===== src/rtl/pll_reset_sequencer.sv =====
// rtl/pll_reset_sequencer.sv - PLL supervisor: RESETB pulse, filtered lock wait with retry, staggered domain reset release
module pll_reset_sequencer #(
  parameter int NUM_OUTPUTS      = 2,
  parameter int SYNC_STAGES      = 2,
  parameter int PLL_RESET_CYCLES = 16,
  parameter int LOCK_TIMEOUT     = 65535,
  parameter int LOCK_FILTER      = 256,
  parameter int STAGE_DELAY      = 64,
  parameter int COUNT_WIDTH      = 8
) (
  input  logic                   clk,
  input  logic                   reset,
  input  logic                   pll_locked,
  input  logic                   soft_reset,
  output logic                   pll_resetb,
  output logic [NUM_OUTPUTS-1:0] domain_reset,
  output logic                   all_released,
  output logic [COUNT_WIDTH-1:0] lock_loss_count,
  output logic [COUNT_WIDTH-1:0] timeout_count,
  output logic [2:0]             state
);

  typedef enum logic [2:0] {
    S_PLL_RESET = 3'd0,
    S_WAIT_LOCK = 3'd1,
    S_FILTER    = 3'd2,
    S_RELEASE   = 3'd3,
    S_RUN       = 3'd4
  } state_t;

  localparam int REL_SPAN = NUM_OUTPUTS * STAGE_DELAY;
  localparam int MAX_A    = (LOCK_TIMEOUT > LOCK_FILTER) ? LOCK_TIMEOUT : LOCK_FILTER;
  localparam int MAX_B    = (REL_SPAN > PLL_RESET_CYCLES) ? REL_SPAN : PLL_RESET_CYCLES;
  localparam int CNT_MAX  = (MAX_A > MAX_B) ? MAX_A : MAX_B;
  localparam int CNT_W    = $clog2(CNT_MAX + 1);

  localparam logic [CNT_W-1:0] RST_LAST = CNT_W'(PLL_RESET_CYCLES - 1);
  localparam logic [CNT_W-1:0] TMO_LAST = CNT_W'(LOCK_TIMEOUT - 1);
  localparam logic [CNT_W-1:0] FLT_LAST = CNT_W'(LOCK_FILTER - 1);
  localparam logic [CNT_W-1:0] REL_LAST = CNT_W'(REL_SPAN - 1);

  state_t                 st;
  logic [CNT_W-1:0]       cnt;
  logic [SYNC_STAGES-1:0] sync_q;
  logic                   lock_s;
  logic                   lock_lost;

  assign lock_s    = sync_q[SYNC_STAGES-1];
  assign lock_lost = ((st == S_RELEASE) || (st == S_RUN)) && !lock_s;
  assign state     = st;

  always_ff @(posedge clk) begin
    if (reset) begin
      st              <= S_PLL_RESET;
      cnt             <= '0;
      pll_resetb      <= 1'b0;
      domain_reset    <= '1;
      all_released    <= 1'b0;
      lock_loss_count <= '0;
      timeout_count   <= '0;
      sync_q          <= '0;
    end else begin
      sync_q <= {sync_q[SYNC_STAGES-2:0], pll_locked};
      // Soft reset outranks lock loss, so only a genuine loss is counted.
      if (soft_reset || lock_lost) begin
        st           <= S_PLL_RESET;
        cnt          <= '0;
        pll_resetb   <= 1'b0;
        domain_reset <= '1;
        all_released <= 1'b0;
        if (!soft_reset && (lock_loss_count != '1))
          lock_loss_count <= lock_loss_count + 1'b1;
      end else begin
        case (st)
          S_PLL_RESET: begin
            if (cnt == RST_LAST) begin
              st         <= S_WAIT_LOCK;
              cnt        <= '0;
              pll_resetb <= 1'b1;
            end else begin
              cnt <= cnt + 1'b1;
            end
          end
          S_WAIT_LOCK: begin
            if (lock_s) begin
              st  <= S_FILTER;
              cnt <= '0;
            end else if (cnt == TMO_LAST) begin
              st         <= S_PLL_RESET;
              cnt        <= '0;
              pll_resetb <= 1'b0;
              if (timeout_count != '1)
                timeout_count <= timeout_count + 1'b1;
            end else begin
              cnt <= cnt + 1'b1;
            end
          end
          S_FILTER: begin
            if (!lock_s) begin
              st  <= S_WAIT_LOCK;
              cnt <= '0;
            end else if (cnt == FLT_LAST) begin
              st  <= S_RELEASE;
              cnt <= '0;
            end else begin
              cnt <= cnt + 1'b1;
            end
          end
          S_RELEASE: begin
            for (int i = 0; i < NUM_OUTPUTS; i++) begin
              if (cnt == CNT_W'(STAGE_DELAY * (i + 1) - 1))
                domain_reset[i] <= 1'b0;
            end
            if (cnt == REL_LAST) begin
              st           <= S_RUN;
              cnt          <= '0;
              all_released <= 1'b1;
            end else begin
              cnt <= cnt + 1'b1;
            end
          end
          S_RUN: begin
          end
          default: begin
            st           <= S_PLL_RESET;
            cnt          <= '0;
            pll_resetb   <= 1'b0;
            domain_reset <= '1;
            all_released <= 1'b0;
          end
        endcase
      end
    end
  end

endmodule


===== config.mk =====
export PLATFORM = sky130hd
export DESIGN_NAME = pll_reset_sequencer
export DESIGN_NICKNAME = d
export VERILOG_FILES = /design/src/rtl/pll_reset_sequencer.sv
export SDC_FILE = /design/constraint.sdc
export NUM_CORES = 1
export LEC_CHECK = 0
export BUFFER_PORTS_ARGS = -buffer_cell sky130_fd_sc_hd__buf_2
export CELL_PAD_IN_SITES_DETAIL_PLACEMENT = 0
export CELL_PAD_IN_SITES_GLOBAL_PLACEMENT = 1
export CORE_MARGIN = 3
export CORE_UTILIZATION = 46
export DETAILED_ROUTE_END_ITERATION = 12
export GPL_ROUTABILITY_DRIVEN = 0
export HOLD_SLACK_MARGIN = 0.06
export PLACE_DENSITY_LB_ADDON = 0.05
export SLEW_MARGIN = 20
export SYNTH_ARGS = -nofsm -noshare
export SYNTH_HDL_FRONTEND = slang
export SYNTH_SLANG_ARGS = --single-unit

===== constraint.sdc =====
create_clock -name clk -period 5.73 [get_ports clk]
set_clock_uncertainty 0.1 [all_clocks]
set_input_delay 1.146 -clock clk [delete_from_list [all_inputs] [get_ports clk]]
set_output_delay 1.146 -clock clk [all_outputs]
set_load 0.02 [all_outputs]

==> metrics list, run 1 <==
* Standard cell area after detailed placement: 0.00226 mm²
- Setup violations remaining at the end of the flow were counted as 0.
* Power share of the combinational group: 2.7%
* Hold Crit Class: flip-flop to flip-flop
- Summed over all failing endpoints, the final setup total negative slack is 0 ns.
* Sequential group share of total power: 54.2%
- Longest individual stage delay on the worst path: 0.71 ns
- Buffers inserted to repair hold after CTS numbered 0.
- Setup crit end: cnt[2]
- The die is 74.1 µm wide.
* Time the final worst path needs with I/O delays and setup: 2.79 ns
- Result of the run: completed
- Data on the critical path is required at its endpoint by 5.85 ns.
* Average footprint of a synthesized cell: 8.41 µm²
- In this run the power spent charging and discharging nets is 0.000112 W.
* Clock transition at the register clock pins on the worst setup and hold paths after CTS: 0.08 ns
- The initial utilization of the core area, before any placement, comes to 48.4%.
- Global routing used 18.2% of the available tracks across all layers.
- The via count of the first global-routing pass is 1653.
- Site row count: 24
- Post-synthesis async set-or-reset flop share: 0%
- Port buffering added 26 buffers.
- Setup repair after global routing left no endpoint under its margin.
- Number of synthesized flops with an enable pin: 0
- After detailed routing, the number of remaining DRC violations is 0.
- Number of buffers on the longest clock path: 2
- The layout has 456 filler cells.
- Once detailed placement completed, the half-perimeter wirelength came to 3230 µm.
- Summing every instance area after synthesis gives 0.00214 mm².
- STA classifies the critical path startpoint as an input port.
* Layout cell share with drive strength beyond 1: 16.0%
* Number of slew-limit violations in the final report: 0
- Max-cap violations in this run came to 0.
- During synthesis, Yosys emitted a total of 0 warnings.
- Maximum number of pins on one net before global-route repair: 21
- The total overflow left after global routing is 0.
* Global-route wire length before repair: 7790 µm
- Number of cells on the worst reg-to-reg path: 6
- Synthesis inferred 41 register bits.
- Derived from the worst setup path, the maximum achievable clock frequency is 359 MHz.
- Utilization after layout: 53.6%
- Measured along the y axis, the die boundary spans 74.1 µm.
- Slowest stage cell, crit path: sky130_fd_sc_hd__nor2_1
* Total nets after synthesis: 262
* Share of the yosys chip area belonging to registers: 38.4%
- The final count of hold timing violations came to 0.
* Slew headroom: 44.7%
- Primary FF master, synth: sky130_fd_sc_hd__dfxtp_1
* Routed via count divided by cell count: 5.70
- Critical path cell sequence: buf_2, or3_1, nor2_1, a21oi_1, mux2i_1
* Quantity of gates resized following cts: 0
- Total I/O pin count: 27
- Power spread over the standard cell area amounts to 224 mW/mm².
- Critical Path Start: reset
- The endpoint identified for the worst register-to-register timing path is cnt[4].
* Slack of the worst reg-to-reg path: 3.07 ns
* Root cell of the clock tree: sky130_fd_sc_hd__clkbuf_8
- Post-CTS setup-driven buffer insertion count: 0
* Total wire length: 4530 µm
- Per report_power, the clock group accounts for 43.1% of the total.
* Data arrival at the endpoint of the critical path: 2.91 ns
* Net switching fraction of the power: 21.2%
- In this run the worst path has a maximum fanout of 20.
* Area of the die: 0.00550 mm²
- The clock drives 41 sinks.
- TritonCTS clock tree: done
* Number of nets in the finished design: 283
* Post-route fraction of the period consumed by the critical path: 48.6%
* CTS H-tree lvls: 2
* Worst IR drop on VDD: 0.106 mV
* Detailed Routing Iterations Pass 1: 4
- Final Instance Area: 0.00237 mm²
* Antenna violations before repair: 0
- The repair_antennas step left the layout with diodes totalling 0.
- Clock latency on the worst-skew pair, taken at its later pin, is 0.30 ns.
- Internal Dissipation: 0.000418 W
- Post-route total power: 0.000530 W
- The first routing iteration left 136 violations.
- Most used cells in the layout excluding fill and tap cells: 41 x sky130_fd_sc_hd__dfxtp_1, 30 x sky130_fd_sc_hd__nor2_1, 28 x sky130_fd_sc_hd__nand2_1
* Final ANT Viol Nets: 0
- Area of the placeable core: 0.00441 mm²
- Most frequent standard cell in the layout excluding fill and tap cells: sky130_fd_sc_hd__dfxtp_1
- Buffers inserted during clock tree synthesis total 5.
* CP endpoint kind: flip-flop
- Distinct cell type count of the synthesized netlist: 46
- Leak: 0.861 nW
- The final route contains 1865 vias.
* Routed length per instance: 13.9 µm
- Worst setup path category: input port to flip-flop
- Gate Count Post-Synth: 254
- For the pin with the worst max-slew slack, the measured transition is 0.826 ns.
* Layout overhead on the synthesized area: 10.8%
- The startpoint identified for the worst register-to-register timing path is cnt[8].
==> worst min-delay path by stage <==
stage | from | to | slack, ns | cells past startpoint
6_report | sync_q[0] | sync_q[1] | 0.34 | 1
5_1_grt | sync_q[0] | sync_q[1] | 0.37 | 1
4_1_cts | sync_q[0] | sync_q[1] | 0.35 | 1
3_5_place_dp | sync_q[0] | sync_q[1] | 0.33 | 1
3_3_place_gp | sync_q[0] | sync_q[1] | 0.32 | 1
2_1_floorplan | sync_q[0] | sync_q[1] | 0.31 | 1
==> layer usage <==
metal / share of wire [%] / GRT usage, %
met5: 0 / 0
met4: 1.7 / 6.64
met3: 3.6 / 4.46
met2: 46 / 28.7
met1: 49 / 24.2
==> cells in the mapped netlist (3+ instances only) <==
cell / instances / share of area [%]
sky130_fd_sc_hd__nand4_1: 16 / 4.7
sky130_fd_sc_hd__nor2_1: 30 / 5.3
sky130_fd_sc_hd__clkbuf_1: 6 / 1.1
sky130_fd_sc_hd__ha_1: 4 / 2.3
sky130_fd_sc_hd__o21ai_0: 4 / 0.94
sky130_fd_sc_hd__or3_1: 7 / 2.1
sky130_fd_sc_hd__mux2i_1: 4 / 1.9
sky130_fd_sc_hd__nand3b_1: 3 / 1.1
sky130_fd_sc_hd__dfxtp_1: 41 / 38
sky130_fd_sc_hd__xnor2_1: 6 / 2.5
sky130_fd_sc_hd__nand3_1: 15 / 3.5
sky130_fd_sc_hd__o21ai_1: 6 / 1.4
sky130_fd_sc_hd__and3_1: 6 / 1.8
sky130_fd_sc_hd__buf_2: 3 / 0.70
sky130_fd_sc_hd__a21oi_1: 14 / 3.3
sky130_fd_sc_hd__xor2_1: 12 / 4.9
sky130_fd_sc_hd__nand2_1: 28 / 4.9
sky130_fd_sc_hd__or4_1: 4 / 1.4
sky130_fd_sc_hd__nor3_1: 7 / 1.6
sky130_fd_sc_hd__inv_1: 4 / 0.70
==> state kept, by name, summed over array words and instances (netlist names) <==
register and flops:
cnt 16, lock_loss_count 8, state 3, timeout_count 8, all_released 1, domain_reset 2
pll_resetb 1, sync_q 2
==> logic make-up (layout without fill, tap and decap cells) <==
family | Yosys count | in the layout | share of synthesized area [%]
xor gates and xnor gates | 18 | 18 | 7.38
AOI/OAI and AO/OA | 42 | 42 | 14.4
adders and majority gates | 4 | 4 | 2.34
and+or+nand+nor | 129 | 129 | 31.7
buffers and inverters | 16 | 37 | 3.87
muxes | 4 | 4 | 1.87
DFF | 41 | 41 | 38.4
==> critical path, delay by kind of cell <==
kind	cells	cell delay, ns
and+or+nand+nor	2	1.31
buffers and inverters	1	0.21
muxes	1	0.16
AOI/OAI and AO/OA	1	0.08
==> metrics by stage <==
stage	setup slack [ns]	hold slack [ns]	cells
finish	2.94	0.343	327
global route	2.75	0.372	327
CTS	2.92	0.351	327
detailed placement	2.59	0.332	320
global placement	2.63	0.318	320
floorplan	3.29	0.314	254
==> power by group through the flow <==
stage	Combinational, W	Sequential [W]	Clock, W
final	0.0000141	0.000287	0.000228
after global routing	0.0000162	0.000288	0.000244
after CTS	0.0000142	0.000287	0.000234
after detailed placement	0.0000142	0.000294	0
after global placement	0.0000142	0.000294	0
after floorplan	0.0000110	0.000294	0
==> area by class of cell <==
class / count / area [µm²] / share of cell area (%)
clock inverters: 2 / 35.0 / 1.48
flip-flops and latches: 41 / 821 / 34.7
well taps: 52 / 65.1 / 2.75
inverters: 4 / 15.0 / 0.634
multi-input cells: 197 / 1230 / 52.1
clock buffers: 5 / 68.8 / 2.91
repair buffers: 26 / 130 / 5.50
(Power assumes the default switching activity.)
==> run 2, diff against run 1 <==
CORE_UTILIZATION = 39   (was 46)
clock period = 2.5 ns   (was 5.73 ns; I/O delays follow)
==> run 2 against run 1 <==
  * Non-clock buffer count rose by 26
  * First-iteration DRC count fell by 34%
  * Power rose by 120%
  * Sequential power rose by 130%
  * Critical path type is now flip-flop to flip-flop
  * Critical endpoint is now cnt[8]
  * Highest routed layer unchanged
==> metrics list, run 2 (synthesis gave the netlist of run 1 again) <==
- Worst hold start: pll_locked
* Setup crit end: cnt[8]
* Count of final setup violators: 0 (unchanged)
* Violation count after the first detailed-routing iteration: 90 (-34%)
* Total wire length: 5140 µm (+13%)
* Critical path cell sequence: or4_4, or4_4, o21ai_4, and4_1, o31a_1, o21ai_1
- Die W: 80 µm (+7.9%)
* Transition at the pin with the smallest max-transition slack: 0.364 ns (-0.462 ns)
* Number of clock sinks seen by CTS: 41 (unchanged)
- Result of the run: completed
- Reg-to-reg startpoint: cnt[11]
- Reported max-cap violation count: 0 (unchanged)
* Longest individual stage delay on the worst path: 0.55 ns (-0.16 ns)
* Most frequent standard cell in the layout excluding fill and tap cells: sky130_fd_sc_hd__dfxtp_1
* Footprint of the multi-input gates: 0.00125 mm² (+1.7%)
* Number of nets in the finished design: 309 (+9.2%)
* Routed length per instance: 13.8 µm (-0.31%)
* Total stage count of the critical path: 6 (+1)
- Number of slew-limit violations in the final report: 0 (unchanged)
- Area of the die: 0.00640 mm² (+16%)
- Half-perimeter wire length of the detailed placement result: 3850 µm (+19%)
* TritonCTS Buffers: 5 (unchanged)
* Max FFs per register: 16 (unchanged)
- The area growth from synthesis to layout is 22.0%.
- The total of hold buffers inserted after clock tree synthesis was 0 (unchanged).
- The peak fanout along the critical path is 6 (-70%).
- Maximum number of pins on one net before global-route repair: 16 (-24%)
* Final ANT Viol Nets: 0 (unchanged)
- Hold Crit Class: input port to flip-flop
- The maximum clock insertion buffer count came to 2 (unchanged).
- The effective utilization at floorplan was 41.0% (-7.4 points).
- The antenna diode count is 0 (unchanged).
- TritonCTS clock tree: done
- The initial antenna violation count came to 0 (unchanged).
- Utilization after layout: 50.0% (-3.6 points)
- Standard cell area after detailed placement: 0.00247 mm² (+9.0%)
- The sequential cell area came to 822 µm² (+0.15%).
- Slew headroom: 75.5% (+31 points)
- The most critical setup path has its startpoint at cnt[11].
* Leak: 0.995 nW (+16%)
- Vias post-DR: 1959 (+5.0%)
- Broken down by cell family, the worst path's largest delay share belongs to simple AND/OR/NAND/NOR gates.
* Slowest stage cell, crit path: sky130_fd_sc_hd__or4_4
- Maximum clock frequency: 417 MHz
* Vias in the first global route: 1869 (+13%)
* Count of final hold-check violations: 0 (unchanged)
- The tree is rooted in a sky130_fd_sc_hd__clkbuf_8.
- By instance count, the cell type seen most on the critical path is sky130_fd_sc_hd__or4_4.
- Global-route wire length before repair: 8760 µm (+12%)
- Data arrival at the endpoint of the critical path: 2.49 ns (-0.42 ns)
- Post-route fraction of the period consumed by the critical path: 96.0%
- CTS H-tree lvls: 2 (unchanged)
- Layout filler cell count: 516 (+13%)
- Site row count: 26 (+8.3%)
* Clock insertion delay at the later pin of the skew report: 0.29 ns (about the same)
* Required time of the critical path: 2.59 ns (-3.26 ns)
* Port bufs: 26 (unchanged)
- Unrepaired setup endpoints after global routing: false
- The via density per instance is 5.27 (-7.7%).
* Slack of the worst reg-to-reg path: 0.1 ns (-2.97 ns)
* Total GRT Usage: 17.4% (-0.80 points)
- Crit Reg-Reg Endpoint: cnt[8]
- The total congestion overflow came to 0 (unchanged).
* Clock transition at the register clock pins on the worst setup and hold paths after CTS: 0.08 ns (about the same)
- Final-layout setup total negative slack: 0 ns (unchanged)
- The worst hold slack is 0.311 ns (-0.0319 ns).
- The count of boundary I/O pins was 27 (unchanged).
* Time the final worst path needs with I/O delays and setup: 2.40 ns
* Most used cells in the layout excluding fill and tap cells: 40 x sky130_fd_sc_hd__dfxtp_1, 30 x sky130_fd_sc_hd__nor2_1, 28 x sky130_fd_sc_hd__nand2_1
- The largest registers in the layout are cnt: 16 flops, lock_loss_count: 8 flops, timeout_count: 8 flops.
- Layout cell share with drive strength beyond 1: 25.2% (+9.2 points)
- The critical path in this run is classified as flip-flop to flip-flop.
* Combined buffer and inverter count along the critical path: 0 (-1)
- The area inside the core boundary was 0.00520 mm² (+18%).
- Largest Register: cnt
* Number of cells on the worst reg-to-reg path: 6 (unchanged)
- The die extent in y was 80 µm (+7.9%).
- The summed area of non-filler cells in the final layout came to 0.00261 mm² (+10%).
* Worst IR drop on VDD: 0.263 mV (+150%)
- Pwr Density: 454 mW/mm² (+100%)
* Detailed Routing Iterations Pass 1: 4 (unchanged)
- The number of design rule violations left after detail routing is 0 (unchanged).
- The worst setup path is launched from a flip-flop.
- CP endpoint kind: flip-flop
[run 2: changes by cell type in the layout (fill, tap and decap cells not counted)]
cell	change
sky130_fd_sc_hd__ha_2	+1
sky130_fd_sc_hd__ha_1	-1
sky130_fd_sc_hd__dfxtp_1	-1
sky130_fd_sc_hd__dfxtp_2	+1
sky130_fd_sc_hd__or4_1	-1
sky130_fd_sc_hd__clkbuf_8	+2
sky130_fd_sc_hd__a21oi_1	-2
sky130_fd_sc_hd__o21bai_2	-1
sky130_fd_sc_hd__o21bai_4	+1
sky130_fd_sc_hd__a21oi_2	+2
sky130_fd_sc_hd__or4_4	+1
sky130_fd_sc_hd__buf_4	+26
sky130_fd_sc_hd__bufinv_16	-1
[run 2: through the flow]
stage | setup slack [ns] | instances | total power, W
after floorplan | 0.0589 | 254 | 0.000698
after global placement | 0.122 | 362 | 0.000714
after detailed placement | 0.0950 | 362 | 0.000714
after CTS | 0.0810 | 370 | 0.00120
after global routing | 0.00420 | 372 | 0.00123
final | 0.100 | 372 | 0.00118
[run 2: worst min-delay path by stage]
stage / to / slack, ns / depth (start not counted)
after global placement: sync_q[1] / 0.32 / 1
after global routing: sync_q[0] / 0.31 / 2
after floorplan: sync_q[1] / 0.31 / 1
after CTS: sync_q[0] / 0.30 / 2
final: sync_q[0] / 0.31 / 2
after detailed placement: sync_q[1] / 0.33 / 1
[run 2: routing by layer]
metal / share of wire [%] / vias up / global-route usage (%)
li1: - / 1002 / -
met2: 47 / 33 / 28.5
met3: 4.3 / 7 / 3.95
met4: 1.2 / 0 / 5.41
met5: 0 / - / 0
met1: 47 / 917 / 22.7
[run 2: cell type report]
type                            instances  area share (%)
Multi-Input combinational cell        197            48.1
Sequential cell                        41            31.6
Timing Repair Buffer                   52            12.5
Clock buffer                            7            3.70
Tap cell                               70            3.36
Inverter                                4           0.576
Clock inverter                          1           0.192
[run 2: worst register-to-register path, cell delays in order, from the launching register on]
cell and delay (ns):
sky130_fd_sc_hd__dfxtp_1 0.32, sky130_fd_sc_hd__or4_4 0.53, sky130_fd_sc_hd__or4_4 0.55, sky130_fd_sc_hd__o21ai_4 0.21, sky130_fd_sc_hd__and4_1 0.36, sky130_fd_sc_hd__o31a_1 0.18, sky130_fd_sc_hd__o21ai_1 0.05
[run 2: timing repair]
action                     in CTS  in global routing
setup endpoints to repair       0                 15
gates resized for setup         0                  6
buffers inserted                0                  2
[run 2: power by group]
| group | total (W) | internal (W) | switching [W] | leakage (nW) |
|---|---|---|---|---|
| combinational | 0.0000421 | 0.0000176 | 0.0000244 | 0.610 |
| sequential | 0.000658 | 0.000656 | 0.00000215 | 0.331 |
| clock | 0.000484 | 0.000250 | 0.000234 | 0.0542 |
==> run 3, diff against run 2 <==
CELL_PAD_IN_SITES_DETAIL_PLACEMENT = 2   (was 0)
CELL_PAD_IN_SITES_GLOBAL_PLACEMENT = 2   (was 1)
CORE_UTILIZATION = 31   (was 39)
==> run 3 against run 2 <==
  * Flip-flop and latch count did not move
  * Cell area increased by 0.43%
  * Count of clock-buffer cells in the layout down 2
  * Worst hold slack gained 0.0053 ns
==> metrics list, run 3 (synthesis gave the netlist of run 1 again) <==
- The leakage power summed over all cells was 1.01 nW (+1.1%).
* Required time of the critical path: 2.58 ns (about the same)
- The via density per instance is 5.38 (+2.1%).
- The via count of the first global-routing pass came to 2159 (+16%).
* Number of cells on the worst reg-to-reg path: 7 (+1)
- The overall global routing resource usage was 17.1% (-0.31 points).
* Area of the die: 0.00792 mm² (+24%)
- Pwr Density: 427 mW/mm² (-6.0%)
- Worst IR drop on VDD: 0.177 mV (-33%)
* Detailed Routing Iterations Pass 1: 4 (unchanged)
- The top cell types in the final layout, fill and taps aside, are 40 x sky130_fd_sc_hd__dfxtp_1, 30 x sky130_fd_sc_hd__nor2_1, 29 x sky130_fd_sc_hd__buf_4.
- Number of buffers on the longest clock path: 2 (unchanged)
- Layout cell share with drive strength beyond 1: 25.7% (+0.49 points)
- Maximum number of pins on one net before global-route repair: 20 (+4)
- TritonCTS built the clock tree.
* Reg-to-reg startpoint: cnt[8]
- Final ANT Viol Nets: 0 (unchanged)
- The antenna diode count is 0 (unchanged).
- Clock insertion delay at the later pin of the skew report: 0.29 ns (about the same)
- Total wire length: 6370 µm (+24%)
* Vias post-DR: 2049 (+4.6%)
- Post-Place Cells: 371 (+2.5%)
- Residual overflow from global routing: 0 (unchanged)
- The quantity of I/O buffers inserted on ports is 26 (unchanged).
- The flow ran to the end, and the final reports show no timing, DRC or antenna violations.
- Biggest registers after layout: cnt: 16 flops, lock_loss_count: 8 flops, timeout_count: 8 flops
* Global-route wire length before repair: 10700 µm (+22%)
* Hold Crit Class: input port to flip-flop
- The arrival time at the worst endpoint is 2.50 ns (about the same).
- The worst setup path is launched from a flip-flop.
* Most frequent standard cell in the layout excluding fill and tap cells: sky130_fd_sc_hd__dfxtp_1
- The number of nets in the layout came to 313 (+1.3%).
- Worst hold start: pll_locked
- Crit Reg-Reg Endpoint: cnt[3]
* Layout overhead on the synthesized area: 22.5%
* Number of hold buffers added after cts: 0 (unchanged)
* Die W: 89.0 µm (+11%)
- Maximum clock frequency: 415 MHz (-0.46%)
- The clock sink count was 41 (unchanged).
* Time the final worst path needs with I/O delays and setup: 2.41 ns (+0.0110 ns)
* Vertical die dimension: 89.0 µm (+11%)
* Effective utilization at floorplan: 32.9% (-8.1 points)
- The total number of H-tree levels was 2 (unchanged).
* Antenna violations before repair: 0 (unchanged)
* Root cell of the clock tree: sky130_fd_sc_hd__clkbuf_8
- The final setup violation count was 0 (unchanged).
- Violation count after the first detailed-routing iteration: 63 (-30%)
- The post-layout instance count excluding filler cells is 381 (+2.4%).
* Clock transition at the register clock pins on the worst setup and hold paths after CTS: 0.08 ns (about the same)
* Worst hold endpoint: sync_q[0]
- The worst slew margin relative to its limit came to 73.0% (-2.4 points).
* CP endpoint kind: flip-flop
* Routed length per instance: 16.7 µm (+21%)
- The max-slew violation count came to 0 (unchanged).
- Worst setup path category: flip-flop to flip-flop
- The internal reg-to-reg setup slack was 0.09 ns (about the same).
- Final-layout setup total negative slack: 0 ns (unchanged)
- Cell count of the worst hold path: 2 (unchanged)
- The TritonCTS buffer count is 5 (unchanged).
- The row count came to 29 (+12%).
- The area inside the core boundary is 0.00649 mm² (+25%).
- Reported max-cap violation count: 0 (unchanged)
* Half-perimeter wire length of the detailed placement result: 4820 µm (+25%)
* Largest Register: cnt
- Number of remaining DRC errors: 0 (unchanged)
- Worst hold slack across all endpoints: 0.316 ns (+0.00530 ns)
* Transition at the pin with the smallest max-transition slack: 0.401 ns (+0.0368 ns)
- Critical path fanouts, max: 7 (+1)
- Max FFs per register: 16 (unchanged)
- Total I/O pin count: 27 (unchanged)
* Post-route fraction of the period consumed by the critical path: 96.4% (+0.44 points)
- The final count of hold timing violations is 0 (unchanged).
[run 3: changes by cell type in the layout (fill, tap and decap cells not counted), sizes merged]
cell	before	now
buf	52	56
clkbuf	7	5
[run 3: worst max-delay path, cell delays in order (launching register included)]
cell and delay (ns):
sky130_fd_sc_hd__dfxtp_1 0.32, sky130_fd_sc_hd__or4_4 0.53, sky130_fd_sc_hd__or4_4 0.55, sky130_fd_sc_hd__o21ai_4 0.22, sky130_fd_sc_hd__a41oi_4 0.20, sky130_fd_sc_hd__buf_6 0.19
sky130_fd_sc_hd__a21oi_1 0.13, sky130_fd_sc_hd__o21ai_1 0.07
[run 3: stage by stage]
| step | instance area [µm²] | power [W] | setup slack [ns] | utilization (%) |
|---|---|---|---|---|
| 2_1_floorplan | 2140 | 0.000698 | 0.0589 | - |
| 3_3_place_gp | 2490 | 0.000714 | 0.0745 | 38.3 |
| 3_5_place_dp | 2490 | 0.000715 | 0.0365 | 38.3 |
| 4_1_cts | 2560 | 0.00114 | 0.00564 | 39.5 |
| 5_1_grt | 2620 | 0.00117 | -0.0141 | 40.3 |
| 6_report | 2620 | 0.00112 | 0.0890 | 40.3 |
[run 3: cell type report]
cell class,instances,area (µm²)
clock buffer,5,68.8
clock inverter,1,5.00
fill,768,3880
inverter,4,15.0
multi-input combinational,197,1250
sequential,41,822
tap,77,96.3
timing repair buffer,56,359
[run 3: repair_timing]
item,CTS,global route
resized for setup,0,7
setup endpoints to repair,0,13
buffers inserted,0,4
[run 3: layer usage]
layer	vias up	routed length [µm]	track usage [%]
met5	-	0	0
met1	1014	3000	21.8
met3	4	143	2.86
met4	0	43	2.84
met2	19	3190	30.8
li1	1012	-	-
[run 3: worst max-delay path by stage]
stage	start	slack, ns	endpoint
finish	cnt[8]	0.09	cnt[3]
global route	cnt[8]	-0.01	cnt[3]
CTS	cnt[8]	0.006	state[0]
detailed placement	cnt[8]	0.04	cnt[11]
global placement	cnt[8]	0.07	cnt[8]
floorplan	state[0]	0.06	cnt[12]
[run 3: power by group]
group / internal [W] / switching, W
Clock: 0.000184 / 0.000230
Combinational: 0.0000196 / 0.0000251
Sequential: 0.000656 / 0.00000231
Total: 0.000859 / 0.000258
